$ cat src/rtl/mac_seq.sv
// -----------------------------------------------------------------------------
// mac_seq: layer sequencer feeding a single mac unit.
//
// For each of N_OUT neurons it clears the mac, streams N_IN input/weight byte
// pairs from sync-read memories into it, adds the neuron bias to the 16-bit
// accumulator, requantizes (right shift by SHIFT, saturate to 8 bits) and
// offers the byte on a valid/ready output port. One start pulse runs a layer.
//
// Ports
//   CLKEXT                  clock, rising edge
//   RST                     asynchronous active-high reset
//   start                   layer start request, sampled in IDLE only
//   busy / done             not-IDLE flag / 1-cycle end-of-layer pulse
//   x_addr / x_data         input memory address / read data (1-cycle latency)
//   w_addr / w_data         weight memory address (neuron*N_IN + i) / data
//   bias_addr / bias_data   bias memory address (neuron) / unsigned data
//   mac_rst, mac_en         mac accumulator clear / accumulate strobe
//   mac_a, mac_b, mac_bias  mac operands (zero unless mac_en); bias tied 0
//   mac_result              mac registered accumulator
//   y_data, y_idx           requantized result and its neuron index
//   y_valid / y_ready       output handshake
//   dbg_state_o             current FSM state, for observation only
//
// Output handshake: y_valid rises in OUT with y_data/y_idx already stable and
// stays high, with data held, until a cycle where y_valid && y_ready is seen
// at the rising edge; that cycle is the transfer. y_valid never drops without
// a transfer except on RST.
// -----------------------------------------------------------------------------
module mac_seq #(
    parameter int N_IN  = 784,
    parameter int N_OUT = 10,
    parameter int SHIFT = 8,
    parameter int XW    = 10,
    parameter int WW    = 13,
    parameter int NW    = 4
) (
    input  logic          CLKEXT,
    input  logic          RST,
    input  logic          start,
    output logic          busy,
    output logic          done,
    output logic [XW-1:0] x_addr,
    input  logic [7:0]    x_data,
    output logic [WW-1:0] w_addr,
    input  logic [7:0]    w_data,
    output logic [NW-1:0] bias_addr,
    input  logic [7:0]    bias_data,
    output logic          mac_rst,
    output logic          mac_en,
    output logic [7:0]    mac_a,
    output logic [7:0]    mac_b,
    output logic [7:0]    mac_bias,
    input  logic [15:0]   mac_result,
    output logic [7:0]    y_data,
    output logic [NW-1:0] y_idx,
    output logic          y_valid,
    input  logic          y_ready,
    output logic [2:0]    dbg_state_o
);

    typedef enum logic [2:0] {
        S_IDLE = 3'd0,
        S_CLR  = 3'd1,
        S_RUN  = 3'd2,
        S_ACC  = 3'd3,
        S_OUT  = 3'd4
    } state_t;

    localparam logic [XW-1:0] K_LAST = XW'(N_IN - 1);
    localparam logic [XW-1:0] K_PEN  = XW'(N_IN - 2);
    localparam logic [NW-1:0] N_LAST = NW'(N_OUT - 1);

    state_t        state_q, state_d;
    logic [NW-1:0] neuron_q, neuron_d;
    logic [XW-1:0] k_q, k_d;
    logic [XW-1:0] x_addr_q, x_addr_d;
    logic [WW-1:0] w_addr_q, w_addr_d;
    logic [NW-1:0] bias_addr_q, bias_addr_d;
    logic [7:0]    y_data_q, y_data_d;
    logic [NW-1:0] y_idx_q, y_idx_d;
    logic          done_q, done_d;
    logic [16:0]   sum17;
    logic [16:0]   q17;

    always_ff @(posedge CLKEXT or posedge RST) begin
        if (RST) begin
            state_q     <= S_IDLE;
            neuron_q    <= '0;
            k_q         <= '0;
            x_addr_q    <= '0;
            w_addr_q    <= '0;
            bias_addr_q <= '0;
            y_data_q    <= '0;
            y_idx_q     <= '0;
            done_q      <= 1'b0;
        end else begin
            state_q     <= state_d;
            neuron_q    <= neuron_d;
            k_q         <= k_d;
            x_addr_q    <= x_addr_d;
            w_addr_q    <= w_addr_d;
            bias_addr_q <= bias_addr_d;
            y_data_q    <= y_data_d;
            y_idx_q     <= y_idx_d;
            done_q      <= done_d;
        end
    end

    always_comb begin
        state_d     = state_q;
        neuron_d    = neuron_q;
        k_d         = k_q;
        x_addr_d    = x_addr_q;
        w_addr_d    = w_addr_q;
        bias_addr_d = bias_addr_q;
        y_data_d    = y_data_q;
        y_idx_d     = y_idx_q;
        done_d      = 1'b0;
        sum17       = {1'b0, mac_result} + {9'd0, bias_data};
        q17         = sum17 >> SHIFT;

        unique case (state_q)
            S_IDLE: begin
                if (start) begin
                    state_d     = S_CLR;
                    neuron_d    = '0;
                    x_addr_d    = '0;
                    w_addr_d    = '0;
                    bias_addr_d = '0;
                end
            end
            S_CLR: begin
                // Addresses for element 0 are on the bus now; element 1 is
                // issued during the first RUN cycle.
                state_d  = S_RUN;
                k_d      = '0;
                x_addr_d = x_addr_q + 1'b1;
                w_addr_d = w_addr_q + 1'b1;
            end
            S_RUN: begin
                k_d = k_q + 1'b1;
                // Stop advancing once the last element's address is issued,
                // so the bus holds that address through the final cycle.
                if (k_q < K_PEN) begin
                    x_addr_d = x_addr_q + 1'b1;
                    w_addr_d = w_addr_q + 1'b1;
                end
                if (k_q == K_LAST) begin
                    state_d = S_ACC;
                end
            end
            S_ACC: begin
                y_data_d = (|q17[16:8]) ? 8'hFF : q17[7:0];
                y_idx_d  = neuron_q;
                state_d  = S_OUT;
            end
            S_OUT: begin
                if (y_ready) begin
                    if (neuron_q == N_LAST) begin
                        state_d = S_IDLE;
                        done_d  = 1'b1;
                    end else begin
                        // w_addr sits on the previous neuron's last weight,
                        // so one more step lands on (neuron+1)*N_IN.
                        state_d     = S_CLR;
                        neuron_d    = neuron_q + 1'b1;
                        x_addr_d    = '0;
                        w_addr_d    = w_addr_q + 1'b1;
                        bias_addr_d = bias_addr_q + 1'b1;
                    end
                end
            end
            default: state_d = S_IDLE;
        endcase
    end

    assign busy        = (state_q != S_IDLE);
    assign done        = done_q;
    assign x_addr      = x_addr_q;
    assign w_addr      = w_addr_q;
    assign bias_addr   = bias_addr_q;
    assign mac_rst     = (state_q == S_CLR);
    assign mac_en      = (state_q == S_RUN);
    assign mac_a       = mac_en ? x_data : 8'd0;
    assign mac_b       = mac_en ? w_data : 8'd0;
    assign mac_bias    = 8'd0;
    assign y_data      = y_data_q;
    assign y_idx       = y_idx_q;
    assign y_valid     = (state_q == S_OUT);
    assign dbg_state_o = state_q;

endmodule

$ cat config.mk
export PLATFORM = sky130hd
export DESIGN_NAME = mac_seq
export DESIGN_NICKNAME = d
export VERILOG_FILES = /design/src/rtl/mac_seq.sv
export SDC_FILE = /design/constraint.sdc
export NUM_CORES = 1
export LEC_CHECK = 0
export ABC_AREA = 1
export BUFFER_PORTS_ARGS = -buffer_cell sky130_fd_sc_hd__buf_2
export CAP_MARGIN = 25
export CORE_UTILIZATION = 50
export CTS_BUF_LIST = sky130_fd_sc_hd__clkbuf_2
export DETAILED_ROUTE_END_ITERATION = 8
export PLACE_DENSITY = 0.89
export SYNTH_ARGS = -nofsm -noshare
export SYNTH_HDL_FRONTEND = slang
export SYNTH_SLANG_ARGS = --single-unit
$ cat constraint.sdc
create_clock -name CLKEXT -period 2.02 [get_ports CLKEXT]
set_clock_uncertainty 0.15 [all_clocks]
set_input_delay 0 -clock CLKEXT [delete_from_list [all_inputs] [get_ports CLKEXT]]
set_output_delay 0 -clock CLKEXT [all_outputs]
set_load 0.05 [all_outputs]
# == Yosys cells after proc, flatten, opt, wreduce, memory -nomap -nowiden ==
# Cells that the tools add are included.
# classes
addsub,6
n_lt_le_gt_ge,1
n_eq_ne,11
mux,29
n_reduce_logical,8
# op_table
operator,n
$mux 13,4
$pmux 13 s4,1
$mux 10,4
$pmux 10 s4,1
$mux 8,3
$add 10x1->10 const B,2
$mux 4,5
$pmux 10 s2,1
$add 16x8->17,1
$pmux 4 s2,2
$pmux 3 s5,1
$add 13x1->13 const B,1
$eq 10x10->1 const B,1
$lt 10x10->1 const B,1
$mux 3,3
$add 4x1->4 const B,2
$eq 3x2->1 const B,2
$ne 2x1->1 const B,3
$reduce_and 5->1,1
$eq 4x4->1 const B,1
$mux 1,4
$ne 2x2->1 const B,2
$reduce_and 4->1,1
$reduce_bool 2->1,2
6 further kinds,6
# word_totals
register_bits,57
output_inout_bits,71
word_cells,64

# == Logic depth before layout (Yosys ltp) ==
# logic_depth
word_depth,4
depth_mapped,11
depth_no_buf,11

# == Worst setup path before layout ==
# OpenSTA, ideal clock, no wires.
# synth_path
path_kind,register to output
start,reg state_q[1] (netlist: dbg_state_o[1])
end,out mac_a[4]
t_arrival_ps,2595
t_required_ps,1870
path_slack_ps,-725
stages_incl_launch_ff,7
n_path_buf,2
cell_sequence,dfrtp_1 > inv_1 > nor3_4 > inv_4 > clkbuf_1 > buf_1 > nor2_1
# synth_via
elab_chain_cells,2
# synth_rtl
item,line_no,text
start: declaration,73,"state_t state_q, state_d;"
start signal: assignment,97,state_q <= state_d;
$eq 3x2->1,183,assign mac_en = (state_q == S_RUN);
net mac_en,49,"output logic mac_en,"
$mux 8,184,assign mac_a = mac_en ? x_data : 8'd0;
end: declaration,50,"output logic [7:0] mac_a,"
# The timed path passes the listed nets, and every way through them passes these cells.

# == Final worst setup path ==
# layout_path
start,reg state_q[0] (netlist: dbg_state_o[0])
end,out mac_a[4]
# layout_via
elab_chain_cells,2
# layout_rtl
item,line_no
$eq 3x2->1,183
$mux 8,184
# No other way between the ends.

==> impl_metrics.csv <==
group,metric,value,unit
outcome,status,"finished, final reports clean",
synthesis,yosys-top-cells-count,"nand2_1 (163), inv_1 (89), nor2_1 (70)",
global_routing,gr-total-overflow,0,
synthesis,synth_top_area_share,36.2,%
cts,htreeDepth,3,
global_routing,grt_max_degree,35,
cts,path_clk_slew,0.15,ns
finish,nets,767,
floorplan,initial_core_util,51.3,%
timing,fmax,522,MHz
setup_path,critical_path.cell_chain,"nor3_4, inv_4, buf_6, nor2_4, buf_4",
placement,portBuffers,106,
timing,fin_crit_sh,94.8,%
synthesis,yosysWarnings,0,
finish,diodes,0,
placement,hpwl,7.49,mm
synthesis,avgSynthCellArea,6.88,um2
drt,drc,0,
setup_path,cp_top_family,"buffers and inverters",
timing,hold_viol,0,
finish,area_growth,27.5,%
timing,fin_setup_tns,0,ns
power,power.density,1120,mW/mm2
cts,clk_latency,0.48,ns
cts,numCtsBuffers,9,
timing,drv_slew,0,
drt,ant_nets,0,
drt,dr_total_vias,4194,
power,p_leak,0.00277,uW
synthesis,synth_seq_area_share,36.2,%
cts,cts_root_buf,"clkbuf_2",
synthesis,synth_ff_type,"dfrtp_1",
power,irDropWorstVdd,1.01,mV
cts,clkSinkCount,57,
finish,fillers,670,
drt,drt-initial-drc-count,209,
synthesis,synthDistinctLibCells,42,
synthesis,syn_inst,573,
setup_path,cp-end-kind,"output pin",
floorplan,die_y,90.8,um
drt,first_pass_iters,6,
timing,holdWs,0.0724,ns
synthesis,yosys-top-cells-area,"dfrtp_1 (36%), nand2_1 (16%), inv_1 (8.5%)",
synthesis,synth_edf_count,0,
drt,wire_per_inst,12.6,um
synthesis,synth_area,0.00395,mm2
drt,vias_per_cell,5.15,
floorplan,die_w,90.8,um
floorplan,die_area,0.00825,mm2
synthesis,async_reset_ff_share,100,%
timing,finalSetupViolCount,0,
placement,placed_cell_area,0.00469,mm2
floorplan,core,0.00769,mm2
setup_path,critPathMaxStageDelay,0.46,ns
min_path,hold_class,"in2reg",
floorplan,row_count,32,
finish,fin_area,0.00503,mm2
floorplan,pin_count,115,
global_routing,first_global_vias,3923,
global_routing,antenna_found_initial,0,
setup_path,worst-path-max-fanout,19,
setup_path,crit_type,"reg2out",
synthesis,synth.ff_latch_count,57,
synthesis,synth_top_area_cell,"dfrtp_1",
timing,fin_crit,1.91,ns
setup_path,cp.buffers_inverters,3,
placement,place_congestion,0.937,
synthesis,synth_most_common_cell,"nand2_1",
drt,routed_wl,10.2,mm
setup_path,worstPathRequired,1.87,ns
flow_run,maxCapViolCount,0,
setup_path,critPathLaunchType,"flip-flop",
setup_path,cpMaxStageDelayCell,"dfrtp_2",
cts,clock_path_buffers,2,
setup_path,crit_arrival,1.76,ns
finish,drive_gt1_share,24.7,%
global_routing,grt_usage,25.3,%
cts,cts_tree,"yes",
global_routing,grt_first_pass_wirelength,17.1,mm
==> power by group <==
part,switching (uW),internal (uW),total [uW]
clock,413,136,549
sequential,196,1350,1550
combinational,2590,948,3530
total,3200,2430,5630
==> metrics by stage <==
stage                     cells  worst slack, ns  total power, uW  utilization, %
after floorplan             580           -0.211             4240               -
after global placement      780            0.249             4830            61.0
after detailed placement    780            0.113             4940            61.0
after CTS                   815           0.0141             5600            65.2
after global routing        815          -0.0308             5960            65.4
final                       815            0.105             5630            65.4
==> per-layer routing <==
layer,track usage (%),part of all wire (%),vias to the layer above
li1,-,-,2061
met1,31.3,42,1945
met2,43.2,50,159
met3,5.13,5.5,29
met4,10.3,2.5,0
met5,0,0,-
==> placed cells by master, fill, tap and decap left out, drive strengths merged <==
| cell | count |
|---|---|
| clkinvlp | 1 |
| dfrtp | 57 |
| a21boi | 1 |
| a21o | 1 |
| ha | 13 |
| o21ai | 48 |
| a41oi | 1 |
| o21bai | 1 |
| nand3b | 4 |
| xor2 | 13 |
| nand2 | 166 |
| a211oi | 1 |
| conb | 8 |
| o22ai | 1 |
| nor3 | 12 |
| a21oi | 7 |
| clkbuf | 9 |
| nand4 | 5 |
| nor2 | 74 |
| buf | 117 |
| inv | 92 |
| dlygate4sd3 | 20 |
| nor4 | 2 |
| clkinv | 4 |
| or2 | 1 |
| nand3 | 50 |
| xnor2 | 1 |
| nor3b | 2 |
| o31ai | 1 |
==> worst min-delay path, delay by kind of cell <==
| family | cells | cell delay, ns |
|---|---|---|
| AO/OA/AOI/OAI | 1 | 0.11 |
| buffers and inverters | 1 | 0.10 |
| AND/OR/NAND/NOR | 7 | 0.44 |
==> worst paths after layout <==
path / start / endpoint / slack, ns / depth (start not counted)
worst max-delay path: dbg_state_o[0] / mac_a[4] / 0.11 / 5
max in group asynchronous: RST / neuron_q[3] / 0.67 / 5
worst max register to register: dbg_state_o[2] / w_addr[8] / 0.18 / 8
worst min-delay path: bias_data[0] / y_data[3] / 0.07 / 9
min in group asynchronous: RST / k_q[3] / 0.48 / 4
worst min register to register: k_q[9] / k_q[9] / 0.33 / 1
==> state kept, by name, indices dropped and copies added, names as in the netlist <==
signal       flops
y_data           8
y_idx            4
dbg_state_o      3
w_addr          13
bias_addr        4
x_addr          10
neuron_q         4
k_q             10
done             1
==> final cells by class <==
| cell class | count | area [um2] | share of cell area (%) |
|---|---|---|---|
| flip-flops and latches | 57 | 1430 | 28.4 |
| clock buffers | 9 | 45.0 | 0.896 |
| repair buffers | 137 | 893 | 17.8 |
| well taps | 102 | 128 | 2.54 |
| clock inverters | 5 | 25.0 | 0.498 |
| multi-input cells | 413 | 2160 | 42.9 |
| inverters | 92 | 348 | 6.92 |
==> cells by family after synthesis <==
| logic type | after synthesis | share of synthesized area (%) |
|---|---|---|
| flip-flops | 57 | 36.2 |
| buffers and inverters | 110 | 12.3 |
| AND/OR/NAND/NOR | 316 | 34.6 |
| XOR/XNOR | 14 | 3.11 |
| other | 1 | 0.0951 |
| adder cells (fa/ha/maj) | 13 | 4.12 |
| AO/OA/AOI/OAI | 62 | 9.64 |
==> repair_timing <==
item | 4_1_cts | 5_1_grt
hold buffers | 20 | 0
setup endpoints to repair | 16 | 19
pin swaps | 1 | 0
buffers inserted | 1 | 0
hold endpoints to repair | 73 | 0
gates resized for setup | 16 | 5
Power figures use the tool's default switching activity.
